$ cat src/rtl/exc_ctrl.sv
// Exception/interrupt request controller feeding the CP0 exception interface.
// Synchronises external interrupt lines, latches their rising edges as pending
// bits, and raises one exception per committed instruction boundary, with traps
// taking precedence over interrupts. A single HANDLER state holds off nesting.
module exc_ctrl #(
  parameter int NUM_IRQ = 6
) (
  input  logic               clk,
  input  logic               reset,
  input  logic [NUM_IRQ-1:0] irq,
  input  logic [NUM_IRQ-1:0] irq_mask,
  input  logic               ie,
  input  logic [NUM_IRQ-1:0] pend_clr,
  input  logic               instr_valid,
  input  logic               syscall,
  input  logic               brk,
  input  logic               teq_trap,
  input  logic               eret_in,
  output logic               exception,
  output logic [4:0]         cause,
  output logic               eret,
  output logic [2:0]         irq_id,
  output logic [NUM_IRQ-1:0] pending,
  output logic               in_handler,
  output logic               double_fault
);

  localparam logic [4:0] CAUSE_INT     = 5'd0;
  localparam logic [4:0] CAUSE_SYSCALL = 5'd8;
  localparam logic [4:0] CAUSE_BREAK   = 5'd9;
  localparam logic [4:0] CAUSE_TEQ     = 5'd13;

  typedef enum logic {
    IDLE    = 1'b0,
    HANDLER = 1'b1
  } state_t;

  state_t r_state;
  state_t w_state_nxt;

  logic [NUM_IRQ-1:0] r_sync1;
  logic [NUM_IRQ-1:0] r_sync2;
  logic [NUM_IRQ-1:0] r_sync2_d;
  logic [NUM_IRQ-1:0] r_pending;
  logic [2:0]         r_irq_id;
  logic               r_double_fault;

  logic [NUM_IRQ-1:0] w_edge;
  logic [NUM_IRQ-1:0] w_req;
  logic [2:0]         w_win_idx;
  logic               w_trap;
  logic               w_dispatch;
  logic               w_exception;
  logic [4:0]         w_cause;
  logic               w_set_df;

  assign w_edge = r_sync2 & ~r_sync2_d;
  assign w_req  = r_pending & irq_mask;
  assign w_trap = instr_valid & (syscall | brk | teq_trap);

  // Lowest-index enabled pending line wins; scan downwards so the last hit is the lowest.
  always_comb begin
    w_win_idx = 3'd0;
    for (int i = NUM_IRQ - 1; i >= 0; i--) begin
      if (w_req[i]) w_win_idx = 3'(i);
    end
  end

  // Next-state and exception request decode.
  always_comb begin
    // NOTE: every output of this block gets a default first, so no path leaves a
    // value unassigned and no latch is inferred.
    w_state_nxt = r_state;
    w_exception = 1'b0;
    w_cause     = CAUSE_INT;
    w_dispatch  = 1'b0;
    w_set_df    = 1'b0;
    case (r_state)
      IDLE: begin
        if (w_trap) begin
          w_exception = 1'b1;
          w_state_nxt = HANDLER;
          if (syscall)  w_cause = CAUSE_SYSCALL;
          else if (brk) w_cause = CAUSE_BREAK;
          else          w_cause = CAUSE_TEQ;
        end else if (instr_valid && ie && (|w_req)) begin
          w_exception = 1'b1;
          w_dispatch  = 1'b1;
          w_state_nxt = HANDLER;
        end
      end
      HANDLER: begin
        if (w_trap) w_set_df = 1'b1;
        if (instr_valid && eret_in) w_state_nxt = IDLE;
      end
      default: w_state_nxt = IDLE;
    endcase
    // A reset cycle presents nothing to CP0.
    if (!reset) begin
      w_exception = 1'b0;
      w_dispatch  = 1'b0;
      w_set_df    = 1'b0;
      w_state_nxt = IDLE;
    end
  end

  // State register plus synchroniser, edge detector and sticky double-fault flag.
  always_ff @(posedge clk) begin
    // NOTE: sequential state uses non-blocking assignments so every flop samples
    // the pre-edge values regardless of statement order.
    if (!reset) begin
      r_state        <= IDLE;
      r_sync1        <= '0;
      r_sync2        <= '0;
      r_sync2_d      <= '0;
      r_double_fault <= 1'b0;
    end else begin
      r_state   <= w_state_nxt;
      r_sync1   <= irq;
      r_sync2   <= r_sync1;
      r_sync2_d <= r_sync2;
      if (w_set_df) r_double_fault <= 1'b1;
    end
  end

  // Pending bits: a fresh edge beats a software clear, which beats a dispatch clear.
  always_ff @(posedge clk) begin
    if (!reset) begin
      r_pending <= '0;
      r_irq_id  <= 3'd0;
    end else begin
      for (int i = 0; i < NUM_IRQ; i++) begin
        if (w_edge[i])                                 r_pending[i] <= 1'b1;
        else if (pend_clr[i])                          r_pending[i] <= 1'b0;
        else if (w_dispatch && (w_win_idx == 3'(i)))   r_pending[i] <= 1'b0;
      end
      if (w_dispatch) r_irq_id <= w_win_idx;
    end
  end

  assign exception    = w_exception;
  assign cause        = w_exception ? w_cause : 5'd0;
  assign eret         = reset & instr_valid & eret_in & ~w_exception;
  assign irq_id       = r_irq_id;
  assign pending      = r_pending;
  assign in_handler   = (r_state == HANDLER);
  assign double_fault = r_double_fault;

endmodule

$ cat config.mk
export PLATFORM = sky130hd
export DESIGN_NAME = exc_ctrl
export DESIGN_NICKNAME = d
export VERILOG_FILES = /design/src/rtl/exc_ctrl.sv
export SDC_FILE = /design/constraint.sdc
export NUM_CORES = 1
export LEC_CHECK = 0
export ABC_CLOCK_PERIOD_IN_PS = 2300
export CORE_UTILIZATION = 46
export DETAILED_ROUTE_END_ITERATION = 12
export PLACE_DENSITY_LB_ADDON = 0.1
export SLEW_MARGIN = 10
export SYNTH_ARGS = -nofsm -noshare
export SYNTH_HDL_FRONTEND = slang
export SYNTH_SLANG_ARGS = --single-unit
$ cat constraint.sdc
create_clock -name clk -period 2.3 [get_ports clk]
set_input_delay 0.23 -clock clk [delete_from_list [all_inputs] [get_ports clk]]
set_output_delay 0.23 -clock clk [all_outputs]
set_load 0.05 [all_outputs]
==> flow_summary.ini, run 1 <==
[global_route]
grt_antenna_before_repair = 0
grt_pass1_wl_mm = 4.08
grt_pass1_vias = 957
grt_max_degree = 32
track_usage_pct = 21.1
grt_overflow = 0

[place]
dp.cells = 188
numPortBuffers = 41
dp_hpwl_mm = 1.97
gp_congestion = 0.902
post_dp_cell_area_um2 = 1650

[synthesis]
synth-edff-count = 0
syn_inst = 122
yosys-top-cells-area = dfxtp_1 49%, and2_1 10%, nand2_1 3.8%
synth-seq-area-share_pct = 49.5
synthFlopType = dfxtp_1
yosysWarningCount = 0
ys_ff_latch = 29
netlist.top_cell.by_area = dfxtp_1
synth-simple-area-share_pct = 27.5
async_reset_ff_share_pct = 0
synth-compound-area-share_pct = 17.9
synth_xor_area_share_pct = 0
synth_top_family_by_area = simple AND/OR/NAND/NOR gates
synth_top_area_share_pct = 49.5
synth_area_per_cell_um2 = 9.62
yosys.area_share.adder_pct = 0
synthMuxAreaShare_pct = 0.853
ys_types = 37
syn_area_um2 = 1170

[drt]
drtAntennaViolNets = 0
vias_per_cell = 5.25
wire_per_inst_um = 12.9
drt_iter0_markers = 15
num_vias = 1024
drcViolationCount = 0
routed_wl_mm = 2.51
firstDrtPassIters = 4

[finish]
area_delta_synth_final_pct = 45.8
final_cell_mix = 36 x clkdlybuf4s50_1, 29 x dfxtp_1, 19 x and2_1
stdcell_count = 195
nets = 193
layout_commonest_cell = clkdlybuf4s50_1
design_area_um2 = 1710
n_antenna_cell = 0
drive_gt1_share_pct = 12.6
final_core_util_pct = 74.5
fill_cells = 174

[clock_network]
cts_tree = done
clockRootBuffer = clkbuf_4
ctsHoldBuffers = 0
clock_sinks = 29
cts.path.max_buffers = 2
path_clk_slew_ns = 0.09
htreeDepth = 2
cts_resized = 0
cts_buffers = 5
postCtsSetupBuffers = 0
clkLatencyLatePin_ns = 0.32

[critical_path]
critPathTopFamily = simple AND/OR/NAND/NOR gates
cp-start-kind = flop
cp.required_ns = 2.07
setup.worst_path.end_class = primary output
cp.buffers_inverters = 1
crit_path_max_incr_delay_ns = 0.43
cp.arrival_ns = 1.82
crit_fanout = 5
path_cells = a22oi_1, and2_2, a31oi_1, and2_1, buf_12
crit_path_top_delay_cell = dfxtp_1
timing_worst_setup_path_type = reg2out

[sta]
slew-limit-headroom_pct = 66.1
fin_crit_sh_pct = 89.3
fmax_mhz = 487
finalHoldViolations = 0
rsz0062_at_grt = no
drv_slew = 0
fin_worst_skew_ns = 0.00634
finalCriticalPeriod_ns = 2.05
setup_violations = 0
worst_slew_pin_slew_ns = 0.507
fin_tns_setup_ns = 0

[floorplanning]
rows = 17
start_util_pct = 51.1
top_level_ports = 44
coreArea_um2 = 2300
die_w_um = 52.5
fp.dieH_um = 52.5
die-area_um2 = 2760

[power]
p_per_area_nw_per_um2 = 602
p_leak_nw = 0.660
peakVddDrop_v = 0.000624

[flow_run]
cap_viol_max_count = 0

[outcome]
status = complete, no violations

[worst_hold_path]
hold_class = reg2reg
[worst reg2reg max path, cell delays in order (launching register included)]
cell	delay (ns)
dfxtp_1	0.39
and4b_4	0.24
and2_4	0.17
a311oi_1	0.41
o21a_1	0.18
[metal layers]
layer	part of all wire [%]	vias to the layer above	track usage (%)
li1	-	509	-
met4	3.7	0	14.9
met2	46	40	31.2
met1	42	465	24.1
met3	7.5	10	8.99
met5	0	-	0
[worst paths after layout]
kind / cells after the start / slack, ns / start / end
setup / recovery: 5 / 0.25 / pending[1] / exception
hold / removal: 1 / 0.41 / r_sync2_d[3] / pending[3]
setup reg to reg: 4 / 0.86 / in_handler / pending[1]
hold reg to reg: 1 / 0.41 / r_sync2_d[3] / pending[3]
[through the flow]
stage	hold WS, ns	worst slack, ns	power (mW)
6_report	0.407	0.247	1.03
5_1_grt	0.417	0.112	1.08
4_1_cts	0.410	0.241	1.04
3_5_place_dp	0.397	0.264	0.735
3_3_place_gp	0.395	0.329	0.730
2_1_floorplan	0.347	0.155	0.642
[where the power goes]
group	internal, mW	leakage (nW)	total [mW]	switching, mW
clock network	0.143	0.0303	0.307	0.165
registers	0.522	0.238	0.533	0.0110
logic	0.0924	0.392	0.190	0.0971
[sequential cells by signal, indices dropped and copies added (netlist names)]
signal,cells
double_fault,1
pending,6
in_handler,1
r_sync2,6
irq_id,3
r_sync1,6
r_sync2_d,6
[layout make-up]
| type | count | area, um2 | area share [%] |
|---|---|---|---|
| tap | 28 | 35.0 | 2.05 |
| inverter | 5 | 18.8 | 1.10 |
| multi-input combinational | 84 | 551 | 32.2 |
| clock buffer | 6 | 51.3 | 3.00 |
| clock inverter | 1 | 7.51 | 0.439 |
| sequential | 29 | 581 | 33.9 |
| timing repair buffer | 42 | 468 | 27.3 |
[synth_stat cells, drive strengths merged (2+ instances only)]
library cell / instances
a21boi: 2
a21oi: 2
a22o: 3
a22oi: 3
a31oi: 3
and2: 21
buf: 3
clkbuf: 2
dfxtp: 29
inv: 5
nand2: 12
nand2b: 2
nand3: 3
nor2: 6
nor2b: 3
nor3: 3
o21a: 3
o21ai: 3
[kinds of logic (layout without fill, tap and decap cells)]
group,Yosys count,in the layout
multiplexers,1,1
AND/OR/NAND/NOR,55,55
buffers and inverters,10,54
AO/OA/AOI/OAI,26,26
flip-flops,29,29
other,1,2
(Power assumes the default switching activity.)
==> run 2: changes to the inputs <==
- CORE_UTILIZATION: 46 -> 38
- SETUP_SLACK_MARGIN: default -> 0.05
==> run 2 against run 1 <==
Net effect: the flow now finishes with violations (DRC); worst setup slack better by 0.037 ns; worst hold slack better by 0.020 ns; routed wire length down 0.80%; count of clock-buffer cells in the layout grew 1; clock skew down 0.0010 ns; sequential power about the same; die area grew 20%; fmax up 1.9%; combinational power is essentially flat; critical path depth is 1 higher; non-clock buffer count is the same; clock power about the same; critical path type is now in2out.
==> flow_summary.ini, run 2 (synthesis results as in run 1) <==
[outcome]
status = finished with violations
violations = DRC

[drt]
drcViolationCount = 7
drt_iter0_markers = 21
wire_per_inst_um = 12.6
num_vias = 1017
drtAntennaViolNets = 0
vias_per_cell = 5.14
routed_wl_mm = 2.49
firstDrtPassIters = 9

[sta]
fin_crit_sh_pct = 87.6
slew-limit-headroom_pct = 66.1
finalHoldViolations = 0
worst_slew_pin_slew_ns = 0.507
finalCriticalPeriod_ns = 2.02
rsz0062_at_grt = no
fmax_mhz = 496
worst_slack_ns = 0.284
fin_worst_skew_ns = 0.00530
fin_tns_setup_ns = 0
setup_violations = 0
drv_slew = 0

[clock_network]
cts_buffers = 5
path_clk_slew_ns = 0.08
cts.path.max_buffers = 2
htreeDepth = 2
clkLatencyLatePin_ns = 0.32
postCtsSetupBuffers = 0
clockRootBuffer = clkbuf_4
cts_tree = done
ctsHoldBuffers = 0
clock_sinks = 29
cts_resized = 0

[power]
finalPower_mw = 1.03
p_leak_nw = 0.661
peakVddDrop_v = 0.000410
p_per_area_nw_per_um2 = 599

[global_route]
grt_pass1_vias = 976
grt_overflow = 0
track_usage_pct = 17.7
grt_antenna_before_repair = 0
grt_pass1_wl_mm = 4.39
grt_max_degree = 32

[critical_path]
path_cells = clkdlybuf4s50_1, a22oi_1, and2_2, a31oi_1, and2_1, buf_12
critPathTopFamily = buffers and inverters
crit_path_max_incr_delay_ns = 0.52
r2r_slack_ns = 0.97
cp.arrival_ns = 1.79
cp.required_ns = 2.07
setup.worst_path.end_class = primary output
crit_fanout = 5
cp.buffers_inverters = 2
timing_worst_setup_path_type = in2out
cp-start-kind = input pin
crit_path_top_delay_cell = clkdlybuf4s50_1

[finish]
fill_cells = 264
drive_gt1_share_pct = 12.0
multi_input_area_um2 = 551
seqCellArea_um2 = 581
final_cell_mix = 36 x clkdlybuf4s50_1, 29 x dfxtp_1, 19 x and2_1
area_delta_synth_final_pct = 45.8
design_area_um2 = 1710
n_antenna_cell = 0
nets = 193
layout_commonest_cell = clkdlybuf4s50_1

[place]
pre_cts_ws_ns = 0.262
post_dp_cell_area_um2 = 1660
gp_congestion = 0.795
dp_hpwl_mm = 1.89
numPortBuffers = 41

[floorplanning]
fp.dieH_um = 57.6
top_level_ports = 44
die-area_um2 = 3310
start_util_pct = 41.5
rows = 19
die_w_um = 57.6
coreArea_um2 = 2830

[worst_hold_path]
hold_class = reg2reg

[flow_run]
cap_viol_max_count = 0
==> run 2: cell count changes in the layout (fill, tap and decap cells not counted), sizes merged <==
cell / before / now
clkbuf: 6 / 7
clkinvlp: 1 / 0
==> run 2: cell type report <==
class	count	area share [%]
Clock buffer	7	3.22
Inverter	5	1.10
Multi-Input combinational cell	84	32.2
Sequential cell	29	33.9
Tap cell	31	2.27
Timing Repair Buffer	42	27.3
==> run 2: report_power, final <==
| part | total [mW] | internal (mW) | switching, mW | leakage, nW |
|---|---|---|---|---|
| Combinational | 0.189 | 0.0923 | 0.0970 | 0.392 |
| Sequential | 0.532 | 0.522 | 0.0107 | 0.238 |
| Clock | 0.304 | 0.144 | 0.160 | 0.0314 |
==> run 2: final timing paths <==
path | from | to | depth (start not counted)
max | irq_mask[1] | exception | 6
min | r_sync2_d[3] | pending[3] | 1
max reg2reg | in_handler | pending[2] | 4
min reg2reg | r_sync2_d[3] | pending[3] | 1
==> run 2: metal layers <==
| layer | track usage [%] | wire length (um) | up-vias | part of all wire (%) |
|---|---|---|---|---|
| li1 | - | - | 506 | - |
| met1 | 22.0 | 1060 | 458 | 43 |
| met2 | 27.4 | 1130 | 45 | 45 |
| met3 | 4.76 | 224 | 8 | 9.0 |
| met4 | 10.5 | 68 | 0 | 2.7 |
| met5 | 0 | 0 | - | 0 |
==> run 2: through the flow <==
| step | utilization, % | std cells | hold slack [ns] |
|---|---|---|---|
| final | 60.5 | 198 | 0.427 |
| after detailed placement | 58.6 | 191 | 0.409 |
| after global placement | 58.6 | 191 | 0.399 |
| after CTS | 60.5 | 198 | 0.426 |
| after global routing | 60.5 | 198 | 0.448 |
| after floorplan | - | 123 | 0.347 |
==> run 3: changes to the inputs <==
- ABC_CLOCK_PERIOD_IN_PS: 2300 -> default
- CTS_CLUSTER_SIZE: default -> 20
==> results of run 3 <==
Same layout as run 2: the final DEF is identical, and so are final timing and power.
